**config.mk**
```make
export PLATFORM = sky130hd
export DESIGN_NAME = craft_key_schedule
export DESIGN_NICKNAME = d
export VERILOG_FILES = /design/src/rtl/craft_pkg.sv /design/src/rtl/craft_rc_lfsr.sv /design/src/rtl/craft_key_schedule.sv
export SDC_FILE = /design/constraint.sdc
export NUM_CORES = 1
export LEC_CHECK = 0
export ABC_AREA = 1
export BUFFER_PORTS_ARGS = -buffer_cell sky130_fd_sc_hd__buf_2
export CAP_MARGIN = 20
export CORE_ASPECT_RATIO = 0.5
export CORE_MARGIN = 2
export CORE_UTILIZATION = 55
export CTS_BUF_LIST = sky130_fd_sc_hd__clkbuf_2 sky130_fd_sc_hd__clkbuf_4 sky130_fd_sc_hd__clkbuf_8
export CTS_CLUSTER_SIZE = 25
export DETAILED_ROUTE_END_ITERATION = 8
export PLACE_DENSITY_LB_ADDON = 0.12
export SYNTH_ARGS = -nofsm -noshare
export SYNTH_HDL_FRONTEND = slang
export SYNTH_SLANG_ARGS = --single-unit
export TNS_END_PERCENT = 1
```
**constraint.sdc**
```tcl
create_clock -name CLK -period 2.1 [get_ports CLK]
set_input_delay 0.105 -clock CLK [delete_from_list [all_inputs] [get_ports CLK]]
set_output_delay 0.105 -clock CLK [all_outputs]
set_load 0.01 [all_outputs]
```
**src/rtl/craft_pkg.sv**
```systemverilog
// CRAFT key schedule shared definitions: FSM states, LFSR seeds, the Q
// nibble permutation used on the tweak, and helpers shared by the top and
// the round-constant generator.
// Optional feature macro: CRAFT_KS_PRECOMP_EN (see craft_key_schedule.sv).
package craft_pkg;

   // Default number of rounds per block; legal range is 1..32
   localparam int ROUNDS_DEFAULT = 32;

   // Seeds loaded into the round-constant LFSRs when a schedule starts
   localparam logic [3:0] A_INIT = 4'h1;
   localparam logic [2:0] B_INIT = 3'h1;

   // Q(T) nibble i takes tweak nibble Q_PERM[i]; nibble 0 is the top nibble
   localparam int Q_PERM [16] = '{12, 10, 15, 5, 14, 8, 9, 2, 11, 3, 7, 4, 6, 0, 1, 13};

   // Schedule controller states
   typedef enum logic {
      IDLE = 1'b0,
      RUN  = 1'b1
   } ksState_e;

   // Apply the Q nibble permutation to a 64-bit tweak
   function automatic logic [63:0] qPermute(input logic [63:0] t);
      logic [63:0] q;
      q = '0;
      for (int i = 0; i < 16; i++) begin
         q[63-4*i -: 4] = t[63-4*Q_PERM[i] -: 4];
      end
      return q;
   endfunction

   // One step of the 4-bit round-constant LFSR (period 15)
   function automatic logic [3:0] stepA(input logic [3:0] a);
      return {a[0] ^ a[1], a[3:1]};
   endfunction

   // One step of the 3-bit round-constant LFSR (period 7)
   function automatic logic [2:0] stepB(input logic [2:0] b);
      return {b[0] ^ b[1], b[2:1]};
   endfunction

   // Round constant byte layout: {a, 0, b}
   function automatic logic [7:0] packRc(input logic [3:0] a, input logic [2:0] b);
      return {a, 1'b0, b};
   endfunction

endpackage

```
**src/rtl/craft_rc_lfsr.sv**
```systemverilog
// Round-constant generator for the CRAFT key schedule: two small LFSRs
// that are reseeded on load and advanced once per accepted round.
// Optional feature macro: none used in this file.
module craft_rc_lfsr
   import craft_pkg::*;
(
   input  logic       clk_i,
   input  logic       rstN_i,
   input  logic       ce_i,
   input  logic       load_i,
   input  logic       step_i,
   output logic [7:0] rc_o
);

   logic [3:0] a_q;
   logic [2:0] b_q;

   // Reseed on load, advance on step; load wins so a restart always begins at round 0
   always_ff @(posedge clk_i) begin
      if (!rstN_i) begin
         a_q <= A_INIT;
         b_q <= B_INIT;
      end else if (ce_i) begin
         if (load_i) begin
            a_q <= A_INIT;
            b_q <= B_INIT;
         end else if (step_i) begin
            a_q <= stepA(a_q);
            b_q <= stepB(b_q);
         end
      end
   end

   assign rc_o = packRc(a_q, b_q);

endmodule

```
**src/rtl/craft_key_schedule.sv**
```systemverilog
// CRAFT key schedule: latches a 128-bit key and 64-bit tweak on start and
// then presents one round tweakey and round constant per accepted round.
// Optional feature macro: CRAFT_KS_PRECOMP_EN -- when defined, the four
// tweakeys are computed once at start and held in registers; otherwise
// only K0, K1 and T are held and the tweakey is rebuilt every cycle.
module craft_key_schedule
   import craft_pkg::*;
#(
   parameter int ROUNDS = ROUNDS_DEFAULT
)(
   input  logic         CLK,
   input  logic         RST,
   input  logic         CE,
   input  logic         start,
   input  logic [127:0] key,
   input  logic [63:0]  tweak,
   input  logic         next,
   output logic [63:0]  tk,
   output logic [7:0]   rc,
   output logic [4:0]   round,
   output logic         valid,
   output logic         last,
   output logic         done
);

   localparam logic [4:0] LAST_ROUND = 5'(ROUNDS - 1);

   ksState_e   state_q;
   logic [4:0] round_q;
   logic       done_q;

   logic       atLast;
   logic       stepRound;
   logic [63:0] tkSel;
   logic [7:0]  rcRaw;

   assign atLast    = (round_q == LAST_ROUND);
   assign stepRound = (state_q == RUN) && next && !start && !atLast;

   // Schedule controller: start restarts from round 0 in any state, next
   // advances in RUN, and accepting the final round returns to IDLE with a
   // single done pulse
   always_ff @(posedge CLK) begin
      if (!RST) begin
         state_q <= IDLE;
         round_q <= 5'd0;
         done_q  <= 1'b0;
      end else if (CE) begin
         done_q <= 1'b0;
         if (start) begin
            state_q <= RUN;
            round_q <= 5'd0;
         end else if ((state_q == RUN) && next) begin
            if (atLast) begin
               state_q <= IDLE;
               round_q <= 5'd0;
               done_q  <= 1'b1;
            end else begin
               round_q <= round_q + 5'd1;
            end
         end
      end
   end

   craft_rc_lfsr u_rcLfsr (
      .clk_i  (CLK),
      .rstN_i (RST),
      .ce_i   (CE),
      .load_i (start),
      .step_i (stepRound),
      .rc_o   (rcRaw)
   );

`ifdef CRAFT_KS_PRECOMP_EN
   logic [63:0] tkReg_q [4];

   // Build all four tweakeys once when a schedule is loaded
   always_ff @(posedge CLK) begin
      if (!RST) begin
         for (int i = 0; i < 4; i++) begin
            tkReg_q[i] <= '0;
         end
      end else if (CE && start) begin
         tkReg_q[0] <= key[127:64] ^ tweak;
         tkReg_q[1] <= key[63:0]   ^ tweak;
         tkReg_q[2] <= key[127:64] ^ qPermute(tweak);
         tkReg_q[3] <= key[63:0]   ^ qPermute(tweak);
      end
   end

   assign tkSel = tkReg_q[round_q[1:0]];
`else
   logic [63:0] k0_q;
   logic [63:0] k1_q;
   logic [63:0] t_q;
   logic [63:0] qT;

   // Hold only the raw key halves and tweak; tweakeys are rebuilt each cycle
   always_ff @(posedge CLK) begin
      if (!RST) begin
         k0_q <= '0;
         k1_q <= '0;
         t_q  <= '0;
      end else if (CE && start) begin
         k0_q <= key[127:64];
         k1_q <= key[63:0];
         t_q  <= tweak;
      end
   end

   assign qT = qPermute(t_q);

   // Select the tweakey for this round from the stored key halves and tweak
   always_comb begin
      tkSel = '0;
      case (round_q[1:0])
         2'd0:    tkSel = k0_q ^ t_q;
         2'd1:    tkSel = k1_q ^ t_q;
         2'd2:    tkSel = k0_q ^ qT;
         default: tkSel = k1_q ^ qT;
      endcase
   end
`endif

   assign valid = (state_q == RUN);
   assign tk    = valid ? tkSel   : 64'd0;
   assign rc    = valid ? rcRaw   : 8'd0;
   assign round = valid ? round_q : 5'd0;
   assign last  = valid && atLast;
   assign done  = done_q;

endmodule

```
==> flow_summary.ini, run 1 <==
[power_and_ir_drop]
power.total_uw = 10200
peakVddDrop_uv = 402
power.density_mw_per_mm2 = 598
p_leak_uw = 0.00776

[clocking]
cts.clk_slew.worst_paths_ns = 0.08
h-tree-depth = 1
clk_latency_ns = 0.60
cts_buffer_depth = 3
cts_sinks = 206
cts_tree = built
numCtsBuffers = 30
cts-root-buf = clkbuf_8

[critical_path]
start_kind = flip-flop
cp.required_ns = 2.00
crit_path_end_kind = output port
cp_slowest_cell = dfxtp_4
critPathMaxFanout = 16
crit_type = reg -> out
worst_path_dominant_cell_family = buffers and inverters
cp_common_cell = nor2_1
critPathBufInv = 4
crit_arrival_ns = 2.26
critPathMaxStageDelay_ns = 0.37
path_cells = inv_2, ha_4, buf_12, buf_16, nand2_1, a21oi_1, nor2_1, nor2_1, buf_2

[timing]
setup_viol = 65
whs_ns = 0.0198
period_needed_ns = 2.36
rsz0062_at_grt = yes
tns_ns = -11.24
fmax_ghz = 0.424
worst_slew_pin_slew_ns = 0.554
setup_ws_ns = -0.260
relSlewSlack = 0.627
finClkSkew_ns = 0.00845
finalMaxSlewViolations = 0
hold_viol_final = 0
post-route-period-util = 1.12

[floorplanning]
die_x_um = 213
die_y_um = 108
fp-row-count = 38
die_area_mm2 = 0.0230
start_util = 0.557
coreArea_mm2 = 0.0215
io_pins = 277

[routing]
drt-total-wl_um = 50900
viasPerCell = 5.75
routedWlPerCell_um = 18.3
drc = 0
vias = 15955
initialDrtViolationCount = 1893
dr.pass1.iters = 6
postRouteAntennaNets = 0

[yosys]
yosys_warnings = 0
synth_area_leader_cell = dfxtp_1
synth_top_area_share = 0.345
ys_ff_latch = 206
synth.avg_cell_area_um2 = 6.00
ys_seq_area_frac = 0.345
synthTopCellsByArea = dfxtp_1 (34%), nand2_1 (17%), nand3_1 (11%)
synth_fp_nets = 2198
syn-cell-area_mm2 = 0.0120
synthCells = 1993
yosysUniqueCellTypes = 22

[finish]
drive_gt1_frac = 0.184
area_growth_pct = 42.0
multi_input_area_mm2 = 0.00679
final_core_utilization = 0.791
seqCellArea_mm2 = 0.00414
final_common_cell = nand2_1
nFillCells = 1600
layout_common_cells = nand2_1 (541), buf_2 (274), nand3_1 (259), nor2_1 (249), dlygate4sd3_1 (221)
fin_nets = 2654

[global_route]
grt_max_degree = 78
grt_pass1_wl_um = 76100
grt_pass1_vias = 14814
grt_remaining_overflow = 0
antenna_found_initial = 2
grt_usage = 0.423

[flow_run]
cap_viol_max_count = 0

[outcome]
status = complete, but fails checks
violations = negative setup slack

[min_path]
hold_path.class = in -> reg

[place]
dpl.hpwl_um = 30500
port_buffers = 275
routabilityCongestion = 0.915
pre_cts_ws_ns = 0.182
==> state kept, by name, indices dropped and copies added, names as in the netlist <==
| name | cells |
|---|---|
| u_rcLfsr.a_q | 4 |
| valid | 1 |
| k1_q | 64 |
| k0_q | 64 |
| u_rcLfsr.b_q | 3 |
| done | 1 |
| round_q | 5 |
| t_q | 64 |
==> tightest hold or removal path, cell delays in order <==
cell     delay [ns]
buf_2          0.08
o21ai_0        0.21
a21oi_1        0.17
==> where the power goes <==
group,internal (uW),total [uW],switching [uW]
Combinational,924,2020,1100
Clock,1970,3680,1700
Sequential,4160,4460,293
==> metal layers <==
layer	vias to the layer above	wire, um	global-route usage	part of all wire
met5	-	0	0	0
met4	0	2700	0.214	0.053
met3	254	6090	0.104	0.12
met2	1121	22500	0.674	0.44
met1	7253	19600	0.539	0.39
li1	7327	-	-	-
==> worst paths after layout <==
check	from	endpoint	slack [ns]	cells after the start
max	round_q[1]	tk[56]	-0.26	9
min	tweak[59]	t_q[59]	0.02	3
max reg2reg	round_q[1]	round_q[2]	0.12	11
min reg2reg	k0_q[44]	k0_q[44]	0.47	2
==> synthesized netlist by cell type <==
master    instances
clkinv_1          1
nand2_4           4
conb_1            1
buf_4             6
ha_1              8
buf_2            62
nand3_1         262
clkbuf_2          6
nand3_2           1
inv_1           158
dfxtp_1         206
buf_6            10
clkbuf_1         31
o211ai_1          2
a21oi_1         200
buf_1            11
xnor2_1           2
o21ai_0         194
nand2_1         548
nand2_2           1
inv_2             4
nor2_1          275
==> per-stage QoR <==
step                cells  area (um2)
detailed placement   2484       13600
finish               2774       17000
global route         2773       17000
floorplan            1993       12000
global placement     2484       13600
CTS                  2768       16800
==> cells by family after synthesis <==
family,synth area share
xor+xnor,0.00146
simple gates,0.373
other cells,0.000314
buf+inv,0.106
fa+ha+maj,0.00837
flops,0.345
compound gates,0.166
==> timing repair <==
| item | 4_1_cts | 5_1_grt |
|---|---|---|
| resized for setup | 34 | 46 |
| hold buffers | 222 | 0 |
| pin swaps | 5 | 5 |
| endpoints found under the hold margin | 200 | 0 |
| endpoints found under the setup margin | 65 | 66 |
| cloned | 3 | 2 |
| buffers inserted | 5 | 1 |
==> cell type report <==
cell class                 instances  share of cell area
multi-input combinational       1498               0.400
timing repair buffer             550               0.258
sequential                       206               0.243
clock buffer                      53              0.0393
inverter                         163              0.0368
tap                              300              0.0221
antenna                            3            0.000442
clock inverter                     1            0.000295
No activity file was read; power rests on OpenSTA's default activity.
==> run 2, diff against run 1 <==
--- a/config.mk
+++ b/config.mk
@@ -10,11 +10,11 @@
 export CAP_MARGIN = 20
 export CORE_ASPECT_RATIO = 0.5
 export CORE_MARGIN = 2
-export CORE_UTILIZATION = 55
+export CORE_UTILIZATION = 40
 export CTS_BUF_LIST = sky130_fd_sc_hd__clkbuf_2 sky130_fd_sc_hd__clkbuf_4 sky130_fd_sc_hd__clkbuf_8
 export CTS_CLUSTER_SIZE = 25
 export DETAILED_ROUTE_END_ITERATION = 8
-export PLACE_DENSITY_LB_ADDON = 0.12
+export PLACE_DENSITY = 0.72
 export SYNTH_ARGS = -nofsm -noshare
 export SYNTH_HDL_FRONTEND = slang
 export SYNTH_SLANG_ARGS = --single-unit
==> flow_summary.ini, run 2 (same netlist as run 1, synthesis figures left out) <==
[routing]
drc = 0
vias = 16102
dr.pass1.iters = 6
initialDrtViolationCount = 2145
viasPerCell = 5.61
routedWlPerCell_um = 19.9
drt-total-wl_um = 57200
postRouteAntennaNets = 0

[finish]
drive_gt1_frac = 0.230
layout_common_cells = nand2_1 (504), buf_2 (270), nor2_1 (237), nand3_1 (212), dfxtp_1 (203)
final_common_cell = nand2_1
fin_nets = 2661
instances_no_fill = 2868
nFillCells = 2577
top_regs = k0_q (64), k1_q (64), t_q (64)
area_growth_pct = 49.5
antenna_cells = 0

[outcome]
violations = negative setup slack
status = complete, but fails checks

[clocking]
clk_latency_ns = 0.54
numCtsBuffers = 34
cts_tree = built
cts_sinks = 206
h-tree-depth = 2
cts.clk_slew.worst_paths_ns = 0.07
cts-root-buf = clkbuf_8
cts_buffer_depth = 3

[critical_path]
crit_arrival_ns = 2.25
cp.required_ns = 2.00
crit_type = reg -> out
critPathBufInv = 5
path_cells = inv_2, buf_6, ha_4, clkinv_8, clkbuf_16, nand2_1, nand3_2, nand3_2, nand2_2, nor2_2, buf_2
crit_path_end_kind = output port
critPathMaxFanout = 7
critPathMaxStageDelay_ns = 0.33
cp_common_cell = nand3_2
start_kind = flip-flop
worst_path_dominant_cell_family = buffers and inverters
cp_slowest_cell = dfxtp_2

[place]
port_buffers = 275
routabilityCongestion = 0.949
dpl.hpwl_um = 33400
dp.cells = 2579

[global_route]
grt_max_degree = 73
grt_remaining_overflow = 0
antenna_found_initial = 0
grt_pass1_vias = 14665
grt_usage = 0.331
grt_pass1_wl_um = 81800

[flow_run]
cap_viol_max_count = 0

[floorplanning]
start_util = 0.410
coreArea_mm2 = 0.0292
die_x_um = 249
die_y_um = 126
io_pins = 277
fp-row-count = 44
die_area_mm2 = 0.0314

[power_and_ir_drop]
p_leak_uw = 0.00811
power_frac_clock = 0.384
p_int_uw = 7410
pwr-share-seq = 0.418
combPwrFrac = 0.198
switching_power_uw = 3270
power.density_mw_per_mm2 = 597
swShare = 0.306
peakVddDrop_uv = 352

[timing]
post-route-period-util = 1.12
finClkSkew_ns = 0.00654
setup_viol = 64
setup_ws_ns = -0.257
whs_ns = 0.0360
tns_ns = -11.67
fmax_ghz = 0.424
hold_viol_final = 0
finalMaxSlewViolations = 0
period_needed_ns = 2.36
rsz0062_at_grt = yes

[min_path]
hold_path.class = in -> reg
==> run 2: per-stage QoR <==
step / setup WS (ns) / total power (uW) / instance area (um2) / utilization
after CTS: -0.130 / 10400 / 17100 / 0.587
after detailed placement: 0.211 / 6110 / 13800 / 0.472
after global routing: -0.301 / 11000 / 17900 / 0.613
final: -0.257 / 10700 / 17900 / 0.613
after floorplan: 0.503 / 5440 / 12000 / -
after global placement: 0.227 / 6080 / 13800 / 0.472
==> run 2: path summary, 6_finish.rpt <==
| check | start | slack [ns] | end | cells after the start |
|---|---|---|---|---|
| min reg2reg | k0_q[1] | 0.47 | k0_q[1] | 2 |
| min | RST | 0.04 | k1_q[18] | 3 |
| max | round_q[0] | -0.26 | tk[25] | 11 |
| max reg2reg | round_q[0] | 0.40 | u_rcLfsr.a_q[1] | 11 |
==> run 2: power by group through the flow <==
stage	registers, uW	logic (uW)	clock network [uW]
after floorplan	4410	1030	0
after global placement	4520	1560	0
after detailed placement	4520	1590	0
after CTS	4430	1930	4070
after global routing	4480	2300	4270
final	4460	2110	4100
==> run 2: what timing repair did <==
action	CTS	global route
endpoints found under the setup margin	64	65
hold endpoints to repair	200	0
setup buffers	8	4
pin swaps	18	46
cloned	11	16
hold buffers	195	0
resized for setup	83	113
==> run 2: layer usage <==
metal,up-vias,routed length (um),GRT usage
li1,7363,-,-
met1,7296,21300,0.415
met2,1133,25200,0.534
met3,310,6950,0.0723
met4,0,3710,0.184
met5,-,0,0
==> run 2: layout make-up <==
cell class	instances	area, um2	area share
multi-input combinational	1498	7150	0.400
clock buffer	52	678	0.0379
timing repair buffer	550	4680	0.262
timing repair inverter	3	31.3	0.00175
sequential	206	4130	0.231
inverter	163	653	0.0365
tap	391	489	0.0274
clock inverter	5	75.1	0.00420
==> run 2: worst min-delay path, delay by kind of cell <==
| family | cells | cell delay (ns) |
|---|---|---|
| and+or+nand+nor | 1 | 0.04 |
| AOI/OAI and AO/OA | 1 | 0.13 |
| buffers and inverters | 1 | 0.25 |
